**src/rtl/mig_serial_eval.sv**
```systemverilog
// rtl/mig_serial_eval.sv - sequential majority-inverter-graph evaluator; optional MIG_GATE_COUNT_EN gate-count register
module mig_serial_eval #(
    parameter int NIN    = 7,
    parameter int NGATES = 8,
    parameter int SELW   = $clog2(1 + NIN + NGATES),
    parameter int CFGW   = 3 * SELW + 3
) (
    input  logic                        clk,
    input  logic                        rst_n,
    input  logic                        in_valid,
    output logic                        in_ready,
    input  logic [NIN-1:0]              in_data,
    output logic                        out_valid,
    input  logic                        out_ready,
    output logic                        out_bit,
    input  logic                        cfg_we,
    input  logic [$clog2(NGATES+2)-1:0] cfg_addr,
    input  logic [CFGW-1:0]             cfg_data,
    output logic                        cfg_ready
);

    localparam int AW    = $clog2(NGATES + 2);
    localparam int CNTW  = $clog2(NGATES + 1);
    localparam int NODES = 1 << SELW;

    typedef enum logic [1:0] {IDLE, EVAL, DONE} state_t;

    state_t            state;
    logic [CFGW-1:0]   gcfg [NGATES];
    logic [SELW-1:0]   out_sel;
    logic              out_inv;
    logic [NIN-1:0]    xin;
    logic [NGATES-1:0] gval;
    logic [CNTW-1:0]   cnt;
    logic [CNTW-1:0]   last;

    logic [CFGW-1:0]   cur_cfg;
    logic [NODES-1:0]  nodes_cur;
    logic [NODES-1:0]  nodes_nx;
    logic [NGATES-1:0] gval_nx;
    logic              ga, gb, gc, gnew, res;

    // Node space: 0 is constant 0, then primary inputs, then gates; unused selects stay 0.
    function automatic logic [NODES-1:0] pack_nodes(input logic [NIN-1:0] x, input logic [NGATES-1:0] g);
        logic [NODES-1:0] n;
        n = '0;
        n[NIN:1] = x;
        n[NIN+NGATES:NIN+1] = g;
        return n;
    endfunction

`ifdef MIG_GATE_COUNT_EN
    logic [CNTW-1:0] gcount;
    logic [CNTW-1:0] cnt_raw;
    assign cnt_raw = cfg_data[CNTW-1:0];
    assign last    = gcount - CNTW'(1);
`else
    assign last = CNTW'(NGATES - 1);
`endif

    assign in_ready  = (state == IDLE);
    assign cfg_ready = (state == IDLE);

    // Evaluate gate[cnt]; result also folded into the output select so the last gate is visible the same edge.
    always_comb begin
        cur_cfg = '0;
        gval_nx = gval;
        for (int k = 0; k < NGATES; k++) begin
            if (cnt == CNTW'(k)) cur_cfg = gcfg[k];
        end
        nodes_cur = pack_nodes(xin, gval);
        ga   = nodes_cur[cur_cfg[SELW-1:0]]        ^ cur_cfg[3*SELW];
        gb   = nodes_cur[cur_cfg[2*SELW-1:SELW]]   ^ cur_cfg[3*SELW+1];
        gc   = nodes_cur[cur_cfg[3*SELW-1:2*SELW]] ^ cur_cfg[3*SELW+2];
        gnew = (ga & gb) | (ga & gc) | (gb & gc);
        for (int k = 0; k < NGATES; k++) begin
            if (cnt == CNTW'(k)) gval_nx[k] = gnew;
        end
        nodes_nx = pack_nodes(xin, gval_nx);
        res      = nodes_nx[out_sel] ^ out_inv;
    end

    // Control FSM plus config store; config only writable while idle.
    always_ff @(posedge clk or negedge rst_n) begin
        if (!rst_n) begin
            state     <= IDLE;
            for (int k = 0; k < NGATES; k++) gcfg[k] <= '0;
            out_sel   <= '0;
            out_inv   <= 1'b0;
            xin       <= '0;
            gval      <= '0;
            cnt       <= '0;
            out_valid <= 1'b0;
            out_bit   <= 1'b0;
`ifdef MIG_GATE_COUNT_EN
            gcount    <= CNTW'(NGATES);
`endif
        end else begin
            case (state)
                IDLE: begin
                    if (cfg_we) begin
                        for (int k = 0; k < NGATES; k++) begin
                            if (cfg_addr == AW'(k)) gcfg[k] <= cfg_data;
                        end
                        if (cfg_addr == AW'(NGATES)) begin
                            out_sel <= cfg_data[SELW-1:0];
                            out_inv <= cfg_data[3*SELW];
                        end
`ifdef MIG_GATE_COUNT_EN
                        if (cfg_addr == AW'(NGATES + 1)) begin
                            if (cnt_raw == '0)
                                gcount <= CNTW'(1);
                            else if (cnt_raw > CNTW'(NGATES))
                                gcount <= CNTW'(NGATES);
                            else
                                gcount <= cnt_raw;
                        end
`endif
                    end
                    if (in_valid) begin
                        xin   <= in_data;
                        gval  <= '0;
                        cnt   <= '0;
                        state <= EVAL;
                    end
                end
                EVAL: begin
                    gval <= gval_nx;
                    cnt  <= cnt + CNTW'(1);
                    if (cnt == last) begin
                        out_valid <= 1'b1;
                        out_bit   <= res;
                        state     <= DONE;
                    end
                end
                DONE: begin
                    if (out_ready) begin
                        out_valid <= 1'b0;
                        out_bit   <= 1'b0;
                        state     <= IDLE;
                    end
                end
                default: state <= IDLE;
            endcase
        end
    end

endmodule

```
**config.mk**
```make
export PLATFORM = sky130hd
export DESIGN_NAME = mig_serial_eval
export DESIGN_NICKNAME = d
export VERILOG_FILES = /design/src/rtl/mig_serial_eval.sv
export SDC_FILE = /design/constraint.sdc
export NUM_CORES = 1
export LEC_CHECK = 0
export BUFFER_PORTS_ARGS = -buffer_cell sky130_fd_sc_hd__buf_2
export CAP_MARGIN = 20
export CORE_ASPECT_RATIO = 2
export CORE_UTILIZATION = 45
export DETAILED_ROUTE_END_ITERATION = 10
export GPL_ROUTABILITY_DRIVEN = 0
export GPL_TIMING_DRIVEN = 0
export PLACE_DENSITY = 0.73
export SETUP_SLACK_MARGIN = 0.15
export SLEW_MARGIN = 20
export SYNTH_ARGS = -nofsm -noshare
export SYNTH_HDL_FRONTEND = slang
export SYNTH_SLANG_ARGS = --single-unit
```
**constraint.sdc**
```tcl
create_clock -name clk -period 9.9 [get_ports clk]
set_input_delay 1.485 -clock clk [delete_from_list [all_inputs] [get_ports clk]]
set_output_delay 1.485 -clock clk [all_outputs]
set_load 0.05 [all_outputs]
```
# After elaboration in Yosys (flattened, before gate mapping)
# Index checks and enable logic that the tools add are counted.
# W data, S select, Z words.
# classes
n_addsub,1
order_cmp,4
eq_ne,20
n_mux,37
bitwise,9
n_reduce_logical,18
# op_table
op,n
$mux W15,8
$reduce_and A3 Y1,11
$eq A4 B3 Y1 const B,8
$lt A4 B5 Y1 const B,4
$bmux W1 S4,4
$eq A4 B2 Y1 const B,4
$pmux W8 S2,1
$mux W1,15
$eq A4 B1 Y1 const B,2
$logic_not A4 Y1,2
$mux W8,1
$pmux W4 S2,1
$mux W2,3
$ne A2 B2 Y1 const B,3
$pmux W2 S3,1
$add A4 B1 Y4 const B,1
$eq A4 B4 Y1 const B,1
$mux W4,1
$pmux W1 S2,2
$reduce_and A2 Y1,2
$reduce_bool A2 Y1,2
$xor A1 B1 Y1,4
$and A1 B1 Y1,3
$eq A2 B1 Y1 const B,1
other kinds (3),4
# totals
regBits,148
input_bits,31
output_inout_bits,4
word_cells,105

# Longest topological paths before layout
# Gate-level depths: netlist of the first run.
# logic_depth
depth_word,21
ltp_mapped,17
ltp_nobuf,14

# Least setup slack after synthesis of the first run
# No wires, ideal clock.
# synth_path
path_kind,register to register
start,reg cnt[0]
end,reg out_bit
setup_ns,0.099
arrival_ns,3.455
t_required_ns,9.801
path_slack_ns,6.346
stages_incl_launch_ff,15
path_buffers,1
period_less_slack_ns,3.554
path_cell_list,dfrtp_1 -> ha_1 -> or3_1 -> buf_2 -> a221o_1 -> a211o_1 -> and3_1 -> o32a_1 -> nand3_2 -> mux2_4 -> nor3_4 -> a21oi_2 -> o31ai_2 -> xor2_1 -> a311oi_1
# synth_via
elab_chain_cells,21
elab_cells_between_ends,45
classes_between,eq/ne: 8; mux: 26; bitwise: 9; reduce/logical: 2
# synth_lines
element,line,source
from (decl),34,logic [CNTW-1:0] cnt;
from (signal assigned),129,cnt <= cnt + CNTW'(1);
$logic_not A4 Y1,"69, 77",
$mux W15 (8 in series),69,if (cnt == CNTW'(k)) cur_cfg = gcfg[k];
"$bmux W1 S4, on equally long branches","72, 73, 74",
"$mux W1, on equally long branches","72, 73, 74",
"$xor A1 B1 Y1, on equally long branches","72, 73, 74",
$and A1 B1 Y1,75,gnew = (ga & gb) | (ga & gc) | (gb & gc);
$or A1 B1 Y1 (2 in series),75,
$mux W1,77,if (cnt == CNTW'(k)) gval_nx[k] = gnew;
$bmux W1 S4,80,res = nodes_nx[out_sel] ^ out_inv;
$mux W1 (not written as such),80,
$xor A1 B1 Y1,80,
$mux W1,130,if (cnt == last) begin
$pmux W1 S2,99,case (state)
to (signal assigned),132,out_bit <= res;
to (decl),15,"output logic out_bit,"
# Several ways; a longest one is shown, not always the timed one. The select of a mux whose other input is x is not followed.
# A chain may end at the register's enable or synchronous reset.

# Final worst setup path of the first run
# Ends and elaborated chain as after synthesis.

==> results of run 1 <==
-- kinds of logic after synthesis --
group / Yosys count
mux: 131
compound gates: 202
flops: 148
fa+ha+maj: 4
simple gates: 191
xor+xnor: 4
buf+inv: 70
-- layer usage --
metal	global-route usage	part of all wire	vias up
li1	-	-	2891
met1	0.310	0.35	3269
met2	0.476	0.50	300
met3	0.0604	0.053	137
met4	0.250	0.098	0
met5	0	0	-
-- metrics by stage --
stage	power (mW)	setup slack (ns)	util	hold WS [ns]
3_3_place_gp	2.42	5.19	0.486	0.481
6_report	3.16	5.38	0.525	0.496
3_5_place_dp	2.46	5.71	0.490	0.488
5_1_grt	3.34	5.14	0.525	0.511
2_1_floorplan	2.03	6.35	-	0.471
4_1_cts	3.13	5.65	0.525	0.501
-- sequential cells by signal, indices dropped and copies added, names as in the netlist --
name / flops
state: 2
gcfg: 120
xin: 7
gval: 8
cnt: 4
out_sel: 4
out_inv: 1
out_valid: 1
out_bit: 1
-- placed cells by master (no fill, tap or decap), types with 17 or more instances in the layout --
master / netlist / layout
dfrtp_1: 148 / 148
mux2_2: 123 / 123
nand2_1: 62 / 62
buf_2: 19 / 52
a21oi_1: 46 / 46
o21ai_0: 42 / 42
nor2_1: 33 / 33
clkbuf_1: 22 / 25
inv_1: 24 / 24
clkbuf_16: 0 / 17
-- cell type report --
class | count | area, um2
Clock buffer | 23 | 478
Fill cell | 1554 | 8200
Clock inverter | 9 | 126
Tap cell | 210 | 263
Sequential cell | 148 | 3700
Timing Repair Buffer | 36 | 215
Inverter | 24 | 90.1
Multi-Input combinational cell | 532 | 3990
Buffer | 46 | 208
-- critical path: stages (launching register included) --
cell and delay (ns):
dfrtp_1 0.46, ha_1 0.24, nor3b_1 1.00, o2bb2ai_1 0.19, o2bb2ai_1 0.21, nand2_1 0.26, nand2_1 0.08, a31oi_1 0.66
a21oi_1 0.23, nor3_4 0.26, a21oi_2 0.09, o31ai_2 0.34, xor2_1 0.11, a311oi_1 0.26
-- worst min path at each step --
stage	slack [ns]	cells after the start	endpoint
3_3_place_gp	0.48	1	gcfg[32]$_DFFE_PN0P_
4_1_cts	0.50	1	gcfg[32]$_DFFE_PN0P_
2_1_floorplan	0.47	1	gcfg[25]$_DFFE_PN0P_
5_1_grt	0.51	1	gcfg[29]$_DFFE_PN0P_
3_5_place_dp	0.49	1	gcfg[32]$_DFFE_PN0P_
6_report	0.50	1	gcfg[32]$_DFFE_PN0P_
-- power by group --
part	internal (mW)	total, mW	switching (mW)
clock network	0.415	0.662	0.247
logic	0.592	1.48	0.893
registers	0.842	1.02	0.173
==> summary.txt, run 1 <==
P per Cell Area - 348 nW/um2
Pleak - 3.99 nW
Final hold violation count - 0
Critical path launch point type - register
Crit end category - register
Die extent in x - 96.1 um
Max Clk Rate - 0.221 GHz
Setup TNS - 0 ns
Setup CP Type - register to register
Synth Area in Adders - 0.00628
Syn_area_per_cell - 10.6 um2
Antenna violations before repair - 0
R2r endpoint - out_bit$_DFFE_PN0P_
IO Port Bufs - 33
Class of the worst hold path - register to register
#FFs+latches synth - 148
Detailed Route WL - 24.6 mm
Commonest cells post-synth - dfrtp_1, mux2_2, nand2_1, a21oi_1, o21ai_0
Final min period - 4.52 ns
Overflow after GRT - 0
Root Driver - clkbuf_16
Ys flop type - dfrtp_1
Worst R2R Start - cnt[0]$_DFFE_PN0P_
# rows - 68
# diodes - 0
Reg2Reg Depth - 13
Post-DP HPWL - 17.8 mm
WP data required - 10.24 ns
Synth top area share - 0.465
Cell variety after synth - 71
Core area - 17300 um2
Final cell count without fillers - 1028
Slew margin rel. - 0.177
Largest net degree at the start of global routing - 87
DRC Markers - 0
Final clock skew - 0.00539 ns
Hold_buf cts - 0
Post-synthesis xor/xnor area fraction - 0.00440
Clk_lat worst skew - 0.43 ns
Part of the cycle the worst path needs - 0.457
H-tree Lvls - 4
Syn_nets - 785
IO Pins - 35
Status - completed
Peak VDD IR - 0.164 mV
Largest family of logic cells by synthesized area - multiplexers
Post-synth ARST share - 1.00
TritonCTS Sinks - 148
Placed cell count - 996
Drt wl/cell - 23.9 um
Slew Limit Fails - 0
Iteration count of the initial detailed-routing pass - 5
Register area share after synthesis - 0.465
Reg2reg setup slack - 5.38 ns
Crit path max fanout - 6
Initial Util - 0.461
Die ar. - 18300 um2
Setup Buffers After CTS - 0
Max Cap Violations - 0
Cells after synthesis - 750
Post-route antenna net violation count - 0
Clock Path Buffers - 2
Die H - 190 um
Crit path from - cnt[0]$_DFFE_PN0P_
Worst setup endpoint - out_bit$_DFFE_PN0P_
CTS tree - built
Fin nets - 840
Via count - 6597
Worst Tran Pin Value - 1.23 ns
Setup-failing EPs final - 0
CTS Buf Count - 17
Via-to-Cell Ratio - 6.42
Vias in the first global route - 6648
Cell area after synthesis - 7960 um2
Final Instance Area - 9070 um2
Beginning of the worst hold path - gcfg[32]$_DFFE_PN0P_
Syn-to-layout area delta - 13.9%
WP data arrival - 4.86 ns
Layout cells sized above 1 - 0.284
Gr usage total - 0.291
Simple-gate portion of the synthesized area - 0.125
Top-count cell post-synth - dfrtp_1
Post-synthesis mux area share - 0.188
Post-synth EDFFs - 0
CTS resizes - 0
Area leader, netlist - dfrtp_1
Synth area leaders - dfrtp_1, mux2_2, nand2_1
Clock Pin Slew Worst Setup and Hold Paths - 0.06 ns
DRT iter0 DRCs - 530
Compound-gate portion of the synthesized area - 0.174
Setup repair after global routing missed its margin - false
Dpl cell area - 8460 um2
First-pass GRT wire length - 38.1 mm
Ys Warns - 0
No activity file was read; power rests on OpenSTA's default activity.
==> run 2: changes to the inputs <==
--- a/config.mk
+++ b/config.mk
@@ -12,7 +12,7 @@
 export DETAILED_ROUTE_END_ITERATION = 10
 export GPL_ROUTABILITY_DRIVEN = 0
 export GPL_TIMING_DRIVEN = 0
-export PLACE_DENSITY = 0.73
+export PLACE_DENSITY = 0.76
 export SETUP_SLACK_MARGIN = 0.15
 export SLEW_MARGIN = 20
 export SYNTH_ARGS = -nofsm -noshare
==> constraint.sdc (replaced) <==
create_clock -name clk -period 3.7 [get_ports clk]
set_input_delay 0.555 -clock clk [delete_from_list [all_inputs] [get_ports clk]]
set_output_delay 0.555 -clock clk [all_outputs]
set_load 0.05 [all_outputs]
==> summary.txt, run 2 (synthesized netlist as in run 1, its figures left out) <==
Iteration count of the initial detailed-routing pass - 5 (unchanged)
Antenna violations before repair - 0 (unchanged)
Clock Path Buffers - 2 (unchanged)
Die H - 190 um (unchanged)
# diodes - 0 (unchanged)
Setup repair after global routing missed its margin - true (was false)
Biggest register - gcfg (unchanged)
Core area - 17300 um2 (unchanged)
Final min period - 3.84 ns (was 4.52 ns)
Clock Pin Slew Worst Setup and Hold Paths - 0.06 ns (about the same)
IO Port Bufs - 33 (unchanged)
Placed cell count - 996 (unchanged)
Worst Path Buf+Inv - 2 (was 0)
Final WS setup - -0.136 ns (was 5.38 ns)
Max Cap Violations - 0 (unchanged)
Most common cell after layout, fill and taps aside - dfrtp_1 (unchanged)
Initial Util - 0.461 (unchanged)
Worst R2R Start - cnt[0]$_DFFE_PN0P_ (unchanged)
CTS Buf Count - 17 (unchanged)
Pleak - 4.17 nW (was 3.99 nW)
Slew margin rel. - 0.224 (was 0.177)
Violated checks - negative setup slack
Critical path's slowest cell - dfrtp_2 (was nor3b_1)
Max reg flops - 120 (unchanged)
Gr usage total - 0.295 (was 0.291)
Multi-input logic area - 4260 um2 (was 3990 um2)
DRT iter0 DRCs - 709 (was 530)
Overflow after GRT - 0 (unchanged)
Largest net degree at the start of global routing - 91 (was 87)
Final clock skew - 0.00618 ns (was 0.00539 ns)
H-tree Lvls - 4 (unchanged)
Part of the cycle the worst path needs - 1.04 (was 0.457)
Via count - 6783 (was 6597)
TritonCTS Sinks - 148 (unchanged)
Vias in the first global route - 6709 (was 6648)
Critical path launch point type - register (unchanged)
Detailed Route WL - 25.7 mm (was 24.6 mm)
DP Worst Slack - -0.512 ns (was 5.71 ns)
Filler instances - 1414 (was 1554)
Post-DP HPWL - 17.7 mm (was 17.8 mm)
Layout cells sized above 1 - 0.362 (was 0.284)
WP data required - 4.03 ns (was 10.24 ns)
Biggest regs - gcfg (120), gval (8), xin (7) (unchanged)
Crit path from - cnt[0]$_DFFE_PN0P_ (unchanged)
Syn-to-layout area delta - 21.3% (was 13.9%)
CTS tree - built (unchanged)
Setup TNS - -0.136 ns (was 0 ns)
IO Pins - 35 (unchanged)
Peak VDD IR - 0.423 mV (was 0.164 mV)
Max Clk Rate - 0.261 GHz (was 0.221 GHz)
Worst-path cell chain - ha_4, or3_4, buf_6, a221o_1, buf_4, a2111oi_1, or3_1, o32a_1, nand3_4, mux2_4, nor3_4, a21oi_2, o31ai_2, xor2_1, a311oi_1 (was ha_1, nor3b_1, o2bb2ai_1, o2bb2ai_1, nand2_1, nand2_1, a31oi_1, a21oi_1, nor3_4, a21oi_2, o31ai_2, xor2_1, a311oi_1)
P per Cell Area - 985 nW/um2 (was 348 nW/um2)
Setup CP Type - register to register (unchanged)
CP top delay family - compound AO/OA/AOI/OAI gates (unchanged)
Die extent in x - 96.1 um (unchanged)
Highest-count cells in the layout ignoring fill and taps - dfrtp_1, mux2_2, nand2_1, a21oi_1, buf_2 (was dfrtp_1, mux2_2, nand2_1, buf_2, a21oi_1)
Die ar. - 18300 um2 (unchanged)
Clk_lat worst skew - 0.43 ns (about the same)
Setup-failing EPs final - 1 (was 0)
Slew Limit Fails - 0 (unchanged)
Final hold violation count - 0 (unchanged)
First-pass GRT wire length - 38.8 mm (was 38.1 mm)
Worst Tran Pin Value - 1.16 ns (was 1.23 ns)
WP data arrival - 4.17 ns (was 4.86 ns)
Class of the worst hold path - input pin to asynchronous set/reset pin (was register to register)
DRC Markers - 0 (unchanged)
CP max stage delay - 0.46 ns (was 1.00 ns)
Via-to-Cell Ratio - 6.47 (was 6.42)
Status - finished, violations left (was completed)
Crit path max fanout - 6 (unchanged)
Crit end category - register (unchanged)
Flip-flop and latch area - 3710 um2 (was 3700 um2)
Post-route antenna net violation count - 0 (unchanged)
Drt wl/cell - 24.5 um (was 23.9 um)
Fin nets - 860 (was 840)
Root Driver - clkbuf_16 (unchanged)
Final cell count without fillers - 1048 (was 1028)
# rows - 68 (unchanged)
==> run 2: per-stage QoR <==
stage,utilization,power (mW),hold slack [ns],cell area [um2]
floorplan,-,5.42,0.259,7960
detailed placement,0.490,6.60,0.488,8460
CTS,0.545,8.98,0.0706,9410
global placement,0.486,6.49,0.481,8390
finish,0.559,9.52,0.0460,9660
global route,0.559,9.96,0.0789,9660
==> run 2: area by class of cell <==
class                      instances  share of cell area
timing repair buffer              56              0.0391
clock inverter                    12              0.0207
multi-input combinational        532               0.441
clock buffer                      20              0.0473
tap                              210              0.0272
sequential                       148               0.384
inverter                          24             0.00971
buffer                            46              0.0311
==> run 2: where the power goes <==
| part | internal (mW) | switching, mW | total (mW) |
|---|---|---|---|
| logic | 2.07 | 2.79 | 4.86 |
| registers | 2.25 | 0.477 | 2.73 |
| clock network | 1.23 | 0.693 | 1.93 |
| total | 5.56 | 3.96 | 9.52 |
==> run 2: worst paths after layout <==
kind	to	slack, ns	cells after the start
max	out_bit$_DFFE_PN0P_	-0.14	15
min	gcfg[76]$_DFFE_PN0P_	0.05	1
max reg2reg	out_bit$_DFFE_PN0P_	-0.14	15
min reg2reg	gcfg[60]$_DFFE_PN0P_	0.50	1
max in group asynchronous	state[1]$_DFFE_PN0P_	2.84	2
min in group clk	cnt[2]$_DFFE_PN0P_	0.32	2
==> run 2: timing repair <==
item                                    in CTS  in global routing
pin swaps                                   13                 13
resized for setup                           58                 43
endpoints found under the setup margin       9                  9
buffers inserted                            12                  8
hold buffers                                 0                  0
==> run 2: layer usage <==
layer	global-route usage	up-vias	wire, um
met2	0.496	352	13200
met1	0.309	3349	8610
met3	0.0584	150	1440
met4	0.239	0	2380
li1	-	2932	-
met5	0	-	0
==> run 3: changes to the inputs <==
--- a/config.mk
+++ b/config.mk
@@ -8,11 +8,11 @@
 export BUFFER_PORTS_ARGS = -buffer_cell sky130_fd_sc_hd__buf_2
 export CAP_MARGIN = 20
 export CORE_ASPECT_RATIO = 2
-export CORE_UTILIZATION = 45
+export CORE_UTILIZATION = 50
 export DETAILED_ROUTE_END_ITERATION = 10
 export GPL_ROUTABILITY_DRIVEN = 0
 export GPL_TIMING_DRIVEN = 0
-export PLACE_DENSITY = 0.76
+export PLACE_DENSITY = 0.81
 export SETUP_SLACK_MARGIN = 0.15
 export SLEW_MARGIN = 20
 export SYNTH_ARGS = -nofsm -noshare
==> constraint.sdc (replaced) <==
create_clock -name clk -period 3.7 [get_ports clk]
set_input_delay 0.185 -clock clk [delete_from_list [all_inputs] [get_ports clk]]
set_output_delay 0.185 -clock clk [all_outputs]
set_load 0.05 [all_outputs]
==> summary.txt, run 3 (synthesized netlist as in run 1, its figures left out) <==
# diodes - 0 (unchanged)
Pleak - 4.17 nW (about the same)
Status - finished, violations left (unchanged)
IO Port Bufs - 33 (unchanged)
Violated checks - negative setup slack (unchanged)
Crit end category - register (unchanged)
DRC Markers - 0 (unchanged)
Post-DP HPWL - 17.4 mm (was 17.7 mm)
First-pass GRT wire length - 39.6 mm (was 38.8 mm)
H-tree Lvls - 4 (unchanged)
Setup repair after global routing missed its margin - true (unchanged)
Worst R2R Start - cnt[1]$_DFFE_PN0P_ (was cnt[0]$_DFFE_PN0P_)
Root Driver - clkbuf_16 (unchanged)
Final min period - 3.75 ns (was 3.84 ns)
Met1 Use GR - 0.332 (was 0.309)
Part of the cycle the worst path needs - 1.01 (was 1.04)
Vias in the first global route - 7101 (was 6709)
WP data required - 4.04 ns (was 4.03 ns)
Max Clk Rate - 0.266 GHz (was 0.261 GHz)
Critical path depth - 15 (unchanged)
Crit path from - cnt[1]$_DFFE_PN0P_ (was cnt[0]$_DFFE_PN0P_)
Slew Limit Fails - 0 (unchanged)
Overflow after GRT - 0 (unchanged)
Global routing usage on met3 - 0.0717 (was 0.0584)
Final hold violation count - 0 (unchanged)
Max Cap Violations - 0 (unchanged)
Post-route antenna net violation count - 0 (unchanged)
Worst-path cell chain - ha_4, or3_1, buf_6, a221o_1, buf_4, a41o_1, or3_1, o32a_1, nand3_4, mux2_4, nor3_4, nor2_2, o31ai_4, xor2_1, a311oi_1 (was ha_4, or3_4, buf_6, a221o_1, buf_4, a2111oi_1, or3_1, o32a_1, nand3_4, mux2_4, nor3_4, a21oi_2, o31ai_2, xor2_1, a311oi_1)
Critical path's slowest cell - dfrtp_2 (unchanged)
TritonCTS Sinks - 148 (unchanged)
Die extent in x - 91.2 um (was 96.1 um)
Syn-to-layout area delta - 21.6% (was 21.3%)
Final clock skew - 0.00748 ns (was 0.00618 ns)
Filler instances - 1165 (was 1414)
Most common cell after layout, fill and taps aside - dfrtp_1 (unchanged)
CTS tree - built (unchanged)
Most frequent cell on the critical path - or3_1
WHS Path Cells - 3
# rows - 64 (was 68)
CTS Buf Count - 17 (unchanged)
CP top delay family - compound AO/OA/AOI/OAI gates (unchanged)
Tot Pwr - 9.45 mW (was 9.52 mW)
IO Pins - 35 (unchanged)
Layout cells sized above 1 - 0.354 (was 0.362)
Max reg flops - 120 (unchanged)
Most Used Layer, Global Route - met2 (unchanged)
WP data arrival - 4.09 ns (was 4.17 ns)
Met2 usage - 0.546 (was 0.496)
Drt wl/cell - 25.0 um (was 24.5 um)
Biggest regs - gcfg (120), gval (8), xin (7) (unchanged)
Final cell count without fillers - 1043 (was 1048)
DRT iter0 DRCs - 640 (was 709)
Iteration count of the initial detailed-routing pass - 6 (was 5)
Class of the worst hold path - input pin to register (was input pin to asynchronous set/reset pin)
Beginning of the worst hold path - cfg_data[8]
Via count - 6972 (was 6783)
Gr usage total - 0.325 (was 0.295)
Largest net degree at the start of global routing - 90 (was 91)
Worst hold slack - 0.0830 ns (was 0.0460 ns)
Crit path max fanout - 5 (was 6)
Antenna violations before repair - 0 (unchanged)
DP Worst Slack - -0.535 ns (was -0.512 ns)
Clk_lat worst skew - 0.43 ns (about the same)
Initial Util - 0.515 (was 0.461)
Critical path launch point type - register (unchanged)
Clock Path Buffers - 2 (unchanged)
Worst Tran Pin Value - 1.12 ns (was 1.16 ns)
Slew margin rel. - 0.249 (was 0.224)
Biggest register - gcfg (unchanged)
P per Cell Area - 976 nW/um2 (was 985 nW/um2)
Reg2Reg Depth - 15 (unchanged)
Setup CP Type - register to register (unchanged)
Final WS setup - -0.0542 ns (was -0.136 ns)
Via-to-Cell Ratio - 6.68 (was 6.47)
Clock Pin Slew Worst Setup and Hold Paths - 0.06 ns (about the same)
Peak VDD IR - 0.456 mV (was 0.423 mV)
CP max stage delay - 0.45 ns (was 0.46 ns)
Die ar. - 16500 um2 (was 18300 um2)
Detailed Route WL - 26.1 mm (was 25.7 mm)
Die H - 180 um (was 190 um)
Fin nets - 868 (was 860)
Highest-count cells in the layout ignoring fill and taps - dfrtp_1, mux2_2, nand2_1, a21oi_1, buf_2 (unchanged)
Core area - 15500 um2 (was 17300 um2)
Setup-failing EPs final - 8 (was 1)
Placed cell count - 984 (was 996)
Worst Path Buf+Inv - 2 (unchanged)
==> run 3: changes by cell type in the layout (fill, tap and decap cells not counted), sizes merged <==
cell | before | now
buf | 77 | 76
bufinv | 5 | 4
clkbuf | 45 | 42
clkinv | 3 | 4
clkinvlp | 4 | 5
dlygate4sd3 | 0 | 10
==> run 3: timing repair <==
item / in CTS / in global routing
gates resized for setup: 57 / 38
endpoints found under the hold margin: 68 / 0
setup buffers: 11 / 7
hold buffers: 10 / 0
pin swaps: 11 / 16
endpoints found under the setup margin: 9 / 9
==> run 3: per-layer routing <==
| metal | routed length, um | vias to the layer above |
|---|---|---|
| li1 | - | 2949 |
| met1 | 8830 | 3440 |
| met2 | 13000 | 409 |
| met3 | 1590 | 174 |
| met4 | 2660 | 0 |
| met5 | 0 | - |
==> run 3: cell type report <==
class | instances | area (um2) | area share
Buffer | 46 | 295 | 0.0305
Tap cell | 198 | 248 | 0.0256
Sequential cell | 148 | 3710 | 0.383
Multi-Input combinational cell | 532 | 4270 | 0.441
Clock inverter | 13 | 183 | 0.0189
Timing Repair Buffer | 64 | 450 | 0.0465
Inverter | 24 | 93.8 | 0.00969
Clock buffer | 18 | 439 | 0.0453
==> run 3: through the flow <==
| stage | instance area, um2 | utilization | TNS (ns) |
|---|---|---|---|
| floorplan | 7960 | - | 0 |
| global placement | 8380 | 0.542 | -2.45 |
| detailed placement | 8440 | 0.546 | -3.55 |
| CTS | 9460 | 0.612 | -0.0320 |
| global route | 9680 | 0.627 | -0.696 |
| finish | 9680 | 0.627 | -0.222 |
==> run 3: tightest hold or removal path: stages <==
cell     delay, ns
buf_2         0.15
nand2_1       0.06
o21ai_0       0.07
==> run 3: where the power goes <==
part	internal (mW)	switching (mW)
clock network	1.14	0.698
logic	2.02	2.85
registers	2.25	0.487
total	5.42	4.03
==> run 3: worst paths after layout <==
path,to,slack [ns]
max reg2reg,out_bit$_DFFE_PN0P_,-0.05
max in group asynchronous,gcfg[29]$_DFFE_PN0P_,2.58
min reg2reg,gcfg[32]$_DFFE_PN0P_,0.50
min in group asynchronous,gcfg[106]$_DFFE_PN0P_,0.27
max,out_bit$_DFFE_PN0P_,-0.05
min,gcfg[83]$_DFFE_PN0P_,0.08
